**config.mk**
```make
export PLATFORM = sky130hd
export DESIGN_NAME = adc_arbiter
export DESIGN_NICKNAME = d
export VERILOG_FILES = /design/src/rtl/adc_arbiter.sv
export SDC_FILE = /design/constraint.sdc
export NUM_CORES = 1
export LEC_CHECK = 0
export BUFFER_PORTS_ARGS = -buffer_cell sky130_fd_sc_hd__buf_2
export CAP_MARGIN = 20
export CORE_MARGIN = 2
export CORE_UTILIZATION = 54
export CTS_CLUSTER_DIAMETER = 60
export DETAILED_ROUTE_END_ITERATION = 8
export GPL_TIMING_DRIVEN = 0
export PLACE_DENSITY = 0.87
export SYNTH_ARGS = -nofsm -noshare
export SYNTH_HDL_FRONTEND = slang
export SYNTH_SLANG_ARGS = --single-unit
```
**constraint.sdc**
```tcl
create_clock -name clock -period 2.3 [get_ports clock]
set_clock_uncertainty 0.1 [all_clocks]
set_input_delay 0.115 -clock clock [delete_from_list [all_inputs] [get_ports clock]]
set_output_delay 0.115 -clock clock [all_outputs]
set_load 0.005 [all_outputs]
```
**src/rtl/adc_arbiter.sv**
```systemverilog
// rtl/adc_arbiter.sv - round-robin arbiter sharing one 4-phase handshake ADC between two requesters
module adc_arbiter #(
    parameter int TMO = 200
) (
    input  logic       clock,
    input  logic       reset,
    input  logic       soc_a,
    output logic       eoc_a,
    output logic [7:0] x_a,
    input  logic       soc_b,
    output logic       eoc_b,
    output logic [7:0] x_b,
    output logic       soc,
    input  logic       eoc,
    input  logic [7:0] x,
    output logic       err
);
    localparam logic [7:0] TMO_VAL = 8'(TMO);

    typedef enum logic [1:0] {IDLE, START, CONV} state_t;

    state_t     state, state_nx;
    logic       gnt, gnt_nx;     // 0 = A, 1 = B
    logic       last, last_nx;   // 0 = A, 1 = B
    logic [7:0] timer, timer_nx;
    logic       soc_nx, eoc_a_nx, eoc_b_nx, err_nx;
    logic [7:0] x_a_nx, x_b_nx;
    logic       soc_gnt, expired;

    assign soc_gnt = gnt ? soc_b : soc_a;
    assign expired = (timer == 8'd1);

    always_comb begin
        state_nx = state;
        gnt_nx   = gnt;
        last_nx  = last;
        timer_nx = timer;
        soc_nx   = soc;
        eoc_a_nx = eoc_a;
        eoc_b_nx = eoc_b;
        x_a_nx   = x_a;
        x_b_nx   = x_b;
        err_nx   = err;
        case (state)
            IDLE: begin
                if (soc_a || soc_b) begin
                    gnt_nx   = (soc_a && soc_b) ? ~last : soc_b;
                    soc_nx   = 1'b1;
                    timer_nx = TMO_VAL;
                    state_nx = START;
                end
            end
            START: begin
                if (!eoc) begin
                    soc_nx   = 1'b0;
                    timer_nx = TMO_VAL;
                    state_nx = CONV;
                    if (gnt) eoc_b_nx = 1'b0;
                    else     eoc_a_nx = 1'b0;
                end else if (expired) begin
                    // requester soc is untouched, so it is simply re-arbitrated from IDLE
                    soc_nx   = 1'b0;
                    err_nx   = 1'b1;
                    last_nx  = gnt;
                    state_nx = IDLE;
                    if (gnt) eoc_b_nx = 1'b1;
                    else     eoc_a_nx = 1'b1;
                end else begin
                    timer_nx = timer - 8'd1;
                end
            end
            CONV: begin
                if (eoc && !soc_gnt) begin
                    last_nx  = gnt;
                    state_nx = IDLE;
                    if (gnt) begin
                        x_b_nx   = x;
                        eoc_b_nx = 1'b1;
                    end else begin
                        x_a_nx   = x;
                        eoc_a_nx = 1'b1;
                    end
                end else if (expired) begin
                    soc_nx   = 1'b0;
                    err_nx   = 1'b1;
                    last_nx  = gnt;
                    state_nx = IDLE;
                    if (gnt) eoc_b_nx = 1'b1;
                    else     eoc_a_nx = 1'b1;
                end else begin
                    timer_nx = timer - 8'd1;
                end
            end
            default: state_nx = IDLE;
        endcase
    end

    always_ff @(posedge clock) begin
        if (reset) begin
            state <= IDLE;
            gnt   <= 1'b0;
            last  <= 1'b1;
            timer <= 8'd0;
            soc   <= 1'b0;
            eoc_a <= 1'b1;
            eoc_b <= 1'b1;
            x_a   <= 8'd0;
            x_b   <= 8'd0;
            err   <= 1'b0;
        end else begin
            state <= state_nx;
            gnt   <= gnt_nx;
            last  <= last_nx;
            timer <= timer_nx;
            soc   <= soc_nx;
            eoc_a <= eoc_a_nx;
            eoc_b <= eoc_b_nx;
            x_a   <= x_a_nx;
            x_b   <= x_b_nx;
            err   <= err_nx;
        end
    end
endmodule

```
# Yosys cells after proc, flatten, opt, wreduce, memory -nomap -nowiden
# Cells that the tools add are included.
[totals]
wordCells = 73
reg_bits = 32
[op_classes]
n_eq_ne = 8
mux = 37
n_bitwise = 2
n_reduce_logical = 15
add_sub_neg = 1
[ops]
columns = ["op", "n"]
rows = [
  ["$mux W8", 4],
  ["$pmux W8 S3", 1],
  ["$mux W1", 22],
  ["$reduce_and A3 Y1", 4],
  ["$eq A8 B1 Y1 const B", 1],
  ["$mux W2", 4],
  ["$pmux W1 S2", 4],
  ["$reduce_and A2 Y1", 4],
  ["$sub A8 B1 Y8 const B", 1],
  ["$ne A2 B2 Y1 const B", 3],
  ["$ne A3 B3 Y1 const B", 2],
  ["$pmux W2 S3", 1],
  ["$pmux W1 S3", 1],
  ["$reduce_bool A3 Y1", 1],
  ["$eq A2 B1 Y1 const B", 1],
  ["$eq A2 B2 Y1 const B", 1],
  ["$logic_and A1 B1 Y1", 2],
  ["$logic_not A2 Y1", 1],
  ["$not A1 Y1", 2],
  ["$reduce_bool A2 Y1", 1],
  ["$logic_not A1 Y1", 1],
  ["$logic_or A1 B1 Y1", 1],
]

# Logic depth before layout (Yosys ltp)
[logic_depth]
depth_word = 5
ltp_mapped = 8
mapped_depth_nobuf = 6

# Worst setup path after synthesis
# OpenSTA, ideal clock, no wires.
[synth_timing]
path_type = "register to register"
start = "register timer[0]"
end = "register timer[7]"
setup_ns = 0.079
path_stages_with_launch = 5
required_time_ns = 2.121
setup_slack_ns = 0.433
arrival_ns = 1.688
cell_sequence = "dfxtp_1 -> or4_4 -> or4b_1 -> a21o_1 -> a211oi_2"
[synth_between]
elab_chain_cells = 4
word_cells_on_any_way = 6
[synth_lines]
columns = ["element", "line_no", "source"]
rows = [
  ["start, declared", "25", "logic [7:0] timer, timer_nx;"],
  ["start signal, assigned", "114", "timer <= timer_nx;"],
  ["$sub A8 B1 Y8 or $eq A8 B1 Y1 (tied branches)", "69, 91, 31", ""],
  ["$mux W8 *", "60, 83", ""],
  ["$mux W8, on equally long branches", "73, 54", ""],
  ["$pmux W8 S3 *", "44", "case (state)"],
]
# Every way passes the cells marked *; elsewhere a longest branch is shown, timed or not. The select of a mux whose other input is x is not followed.
# A chain may end at the register's enable or synchronous reset.

# Worst setup path in the final report
[layout_timing]
start = "register state[1]"
end = "register timer[7]"
[layout_between]
elab_chain_cells = 3
word_cells_on_any_way = 8
[layout_lines]
columns = ["element", "line_no", "source"]
rows = [
  ["start, declared", "22", "state_t state, state_nx;"],
  ["start signal, assigned", "111", "state <= state_nx;"],
  ["$eq A2 B2 Y1 (tied with other cells)", "44", ""],
  ["$ne A2 B2 Y1 (no source line) or $reduce_bool A3 Y1 (tied branches)", "--", ""],
  ["$reduce_and A3 Y1 (no source line)", "--", ""],
]
# Several ways; a longest one is shown, not always the timed one.

==> impl_metrics.yaml <==
sta:
  timing.slew.headroom_pct: 40.9
  finalCritPeriodShare_pct: 93.7
  fin_hold_ws_ps: 50.6
  min_period_ps: 2150
  drv_slew: 0
  setup_violations: 0
  timing.fmax_mhz: 464
  hold_viol: 0
  tightest_slew_ps: 880
drt:
  wl_met1_um: 1760
  maxUsedRoutingLayer: "met4"
  wire_per_inst_um: 14.6
  drtIter0Drc: 99
  routed_wl_um: 4000
  dr_wl_met2_um: 1860
  postRouteAntennaNets: 0
  met3WireLength_um: 301
  drc: 0
  drt-vias-per-instance: 5.90
  firstDrtPassIters: 5
  vias: 1616
setup_path:
  critical_path.max_fanout: 5
  crit_buf_inv: 1
  cp_slowest_cell: "nor3b_1"
  path_class: "register to register"
  reg2reg_from: "state[1]"
  cp-end-kind: "register"
  cp.required_ps: 2470
  start_kind: "register"
  crit_family: "simple AND/OR/NAND/NOR gates"
  worst_path_largest_cell_delay_ps: 640
  reg2regPathDepth: 6
  worst_r2r_endpoint: "timer[7]"
  worstPathArrival_ps: 2330
  cp-startpoint: "state[1]"
  worst-path-stages: 6
  critPathCapture: "timer[7]"
  path_cells: "inv_1 -> ha_1 -> nor3b_1 -> nor2_1 -> and4_1 -> a211oi_2"
  r2r_slack_ps: 150
floorplanning:
  start_util_pct: 57.8
  dieArea_um2: 3430
  io_pins: 33
  rows: 19
  core_um2: 2780
  die_h_um: 58.5
  fp.dieW_um: 58.5
synthesis:
  synth_edf_count: 0
  synth_area_um2: 1610
  synth_seq_area_share_pct: 39.9
  synth_area_per_cell_um2: 8.24
  synth_top_area_share_pct: 39.9
  ys_top_cells_by_count: "dfxtp_1, nand2_1, a21oi_1"
  ys.flop_type: "dfxtp_1"
  synth.top_cells.by_area: "dfxtp_1, a21oi_1, nand2_1"
  yosysUniqueCellTypes: 47
  synth_top_cell_by_area: "dfxtp_1"
  synth_seq_cells: 32
  synthArstFlopShare_pct: 0
  yosys_warnings: 0
  syn_inst: 195
  syn_nets: 214
finish:
  final_cells: 274
  diodes: 0
  layout.nets: 261
  syn_to_final_growth_pct: 23.7
  fill_cells: 200
  drive_above_1_share_pct: 20.6
cts:
  clk_pin_slew_ps: 100
  cts_num_sinks: 32
  cts_made_buffers: 5
  clockRootBuffer: "clkbuf_4"
  cts_tree: "yes"
  clk_path_buf_depth: 2
  insertion_delay_ps: 340
  htreeDepth: 2
global_route:
  grt_max_degree: 12
  antenna_found_initial: 0
  grt_pass1_vias: 1542
  grt_pass1_wl_um: 6700
  grt_use_total_pct: 25.7
  grt.overflow.total: 0
place:
  placed_cells: 257
  io_buffers: 31
  place_hpwl_um: 2670
  place_congestion: 0.841
outcome:
  outcome: "complete, no violations"
pwr:
  power.density_nw_per_um2: 658
  ir_worst_vdd_v: 0.000668
  p_leak_nw: 0.779
hold_path:
  hold_path.class: "input port to register"
flow_run:
  drv_cap: 0
-- cell families after synthesis --
| family | share of synthesized area [%] |
|---|---|
| and+or+nand+nor | 22.8 |
| muxes | 2.49 |
| adders and majority gates | 4.67 |
| buffers and inverters | 5.76 |
| DFF | 39.9 |
| AOI/OAI and AO/OA | 24.4 |
-- timing repair --
item                                   4_1_cts  5_1_grt
endpoints found under the hold margin       17        0
gates resized for setup                      0        2
buffers inserted                             0        0
hold buffers                                 9        0
setup endpoints to repair                    0        3
-- how the worst min path moves through the flow --
stage | from | to | cells past startpoint
2_1_floorplan | x[0] | x_b[0] | 2
3_3_place_gp | x[1] | x_a[1] | 3
3_5_place_dp | x[1] | x_a[1] | 3
4_1_cts | soc_b | gnt | 3
5_1_grt | soc_b | gnt | 3
6_report | soc_a | gnt | 4
-- sequential cells by signal, summed over array words and instances (netlist names) --
register,count
eoc_b,1
gnt,1
timer,8
last,1
eoc_a,1
x_a,8
err,1
state,2
soc,1
x_b,8
-- power by group --
group | internal, W | switching, W
Sequential | 0.000581 | 0.0000245
Clock | 0.000226 | 0.000208
Combinational | 0.000115 | 0.000151
Total | 0.000923 | 0.000384
-- cell type report --
type	instances	area [um2]	area share (%)
Clock buffer	5	37.5	1.89
Timing Repair Buffer	40	245	12.3
Multi-Input combinational cell	144	890	44.8
Sequential cell	32	641	32.2
Clock inverter	3	42.5	2.14
Inverter	7	26.3	1.32
Tap cell	31	38.8	1.95
Buffer	12	66.3	3.34
-- worst min-delay path, stage by stage --
cell	delay [ps]
buf_2	140
nand2_1	60
a32oi_1	50
nor2_1	90
-- through the flow --
| stage | utilization [%] | setup TNS, ps | instance area, um2 | setup slack [ps] | power, W |
|---|---|---|---|---|---|
| after floorplan | - | 0 | 1610 | 433 | 0.000797 |
| after global placement | 64.7 | 0 | 1800 | 175 | 0.000858 |
| after detailed placement | 64.7 | 0 | 1800 | 175 | 0.000863 |
| after CTS | 70.9 | 0 | 1970 | 150 | 0.00130 |
| after global routing | 71.4 | -133 | 1990 | -50.1 | 0.00137 |
| final | 71.4 | 0 | 1990 | 146 | 0.00131 |
-- routing by layer --
| metal | GRT usage, % | vias to the layer above |
|---|---|---|
| met5 | 0 | - |
| met4 | 13.0 | 0 |
| li1 | - | 804 |
| met2 | 40.0 | 55 |
| met1 | 31.2 | 746 |
| met3 | 9.45 | 11 |
-- layout by cell type, fill, tap and decap left out, types with 2 or more instances in the layout --
cell | Yosys | routed
a211oi_1 | 3 | 2
nor2b_1 | 2 | 2
inv_1 | 7 | 7
o41ai_1 | 2 | 2
nand2b_1 | 2 | 2
clkbuf_4 | 1 | 6
nand2_1 | 32 | 32
buf_2 | 1 | 32
nor3_1 | 7 | 7
o21ai_1 | 11 | 11
buf_4 | 3 | 3
nand4b_1 | 3 | 3
dlygate4sd3_1 | 0 | 9
mux2i_1 | 4 | 4
dfxtp_1 | 32 | 32
a21oi_1 | 25 | 25
o211ai_1 | 2 | 2
clkbuf_1 | 6 | 6
or3_1 | 2 | 2
a211oi_2 | 1 | 2
nor2_1 | 13 | 13
nand3_1 | 5 | 5
ha_1 | 6 | 6
No activity file was read; power rests on OpenSTA's default activity.
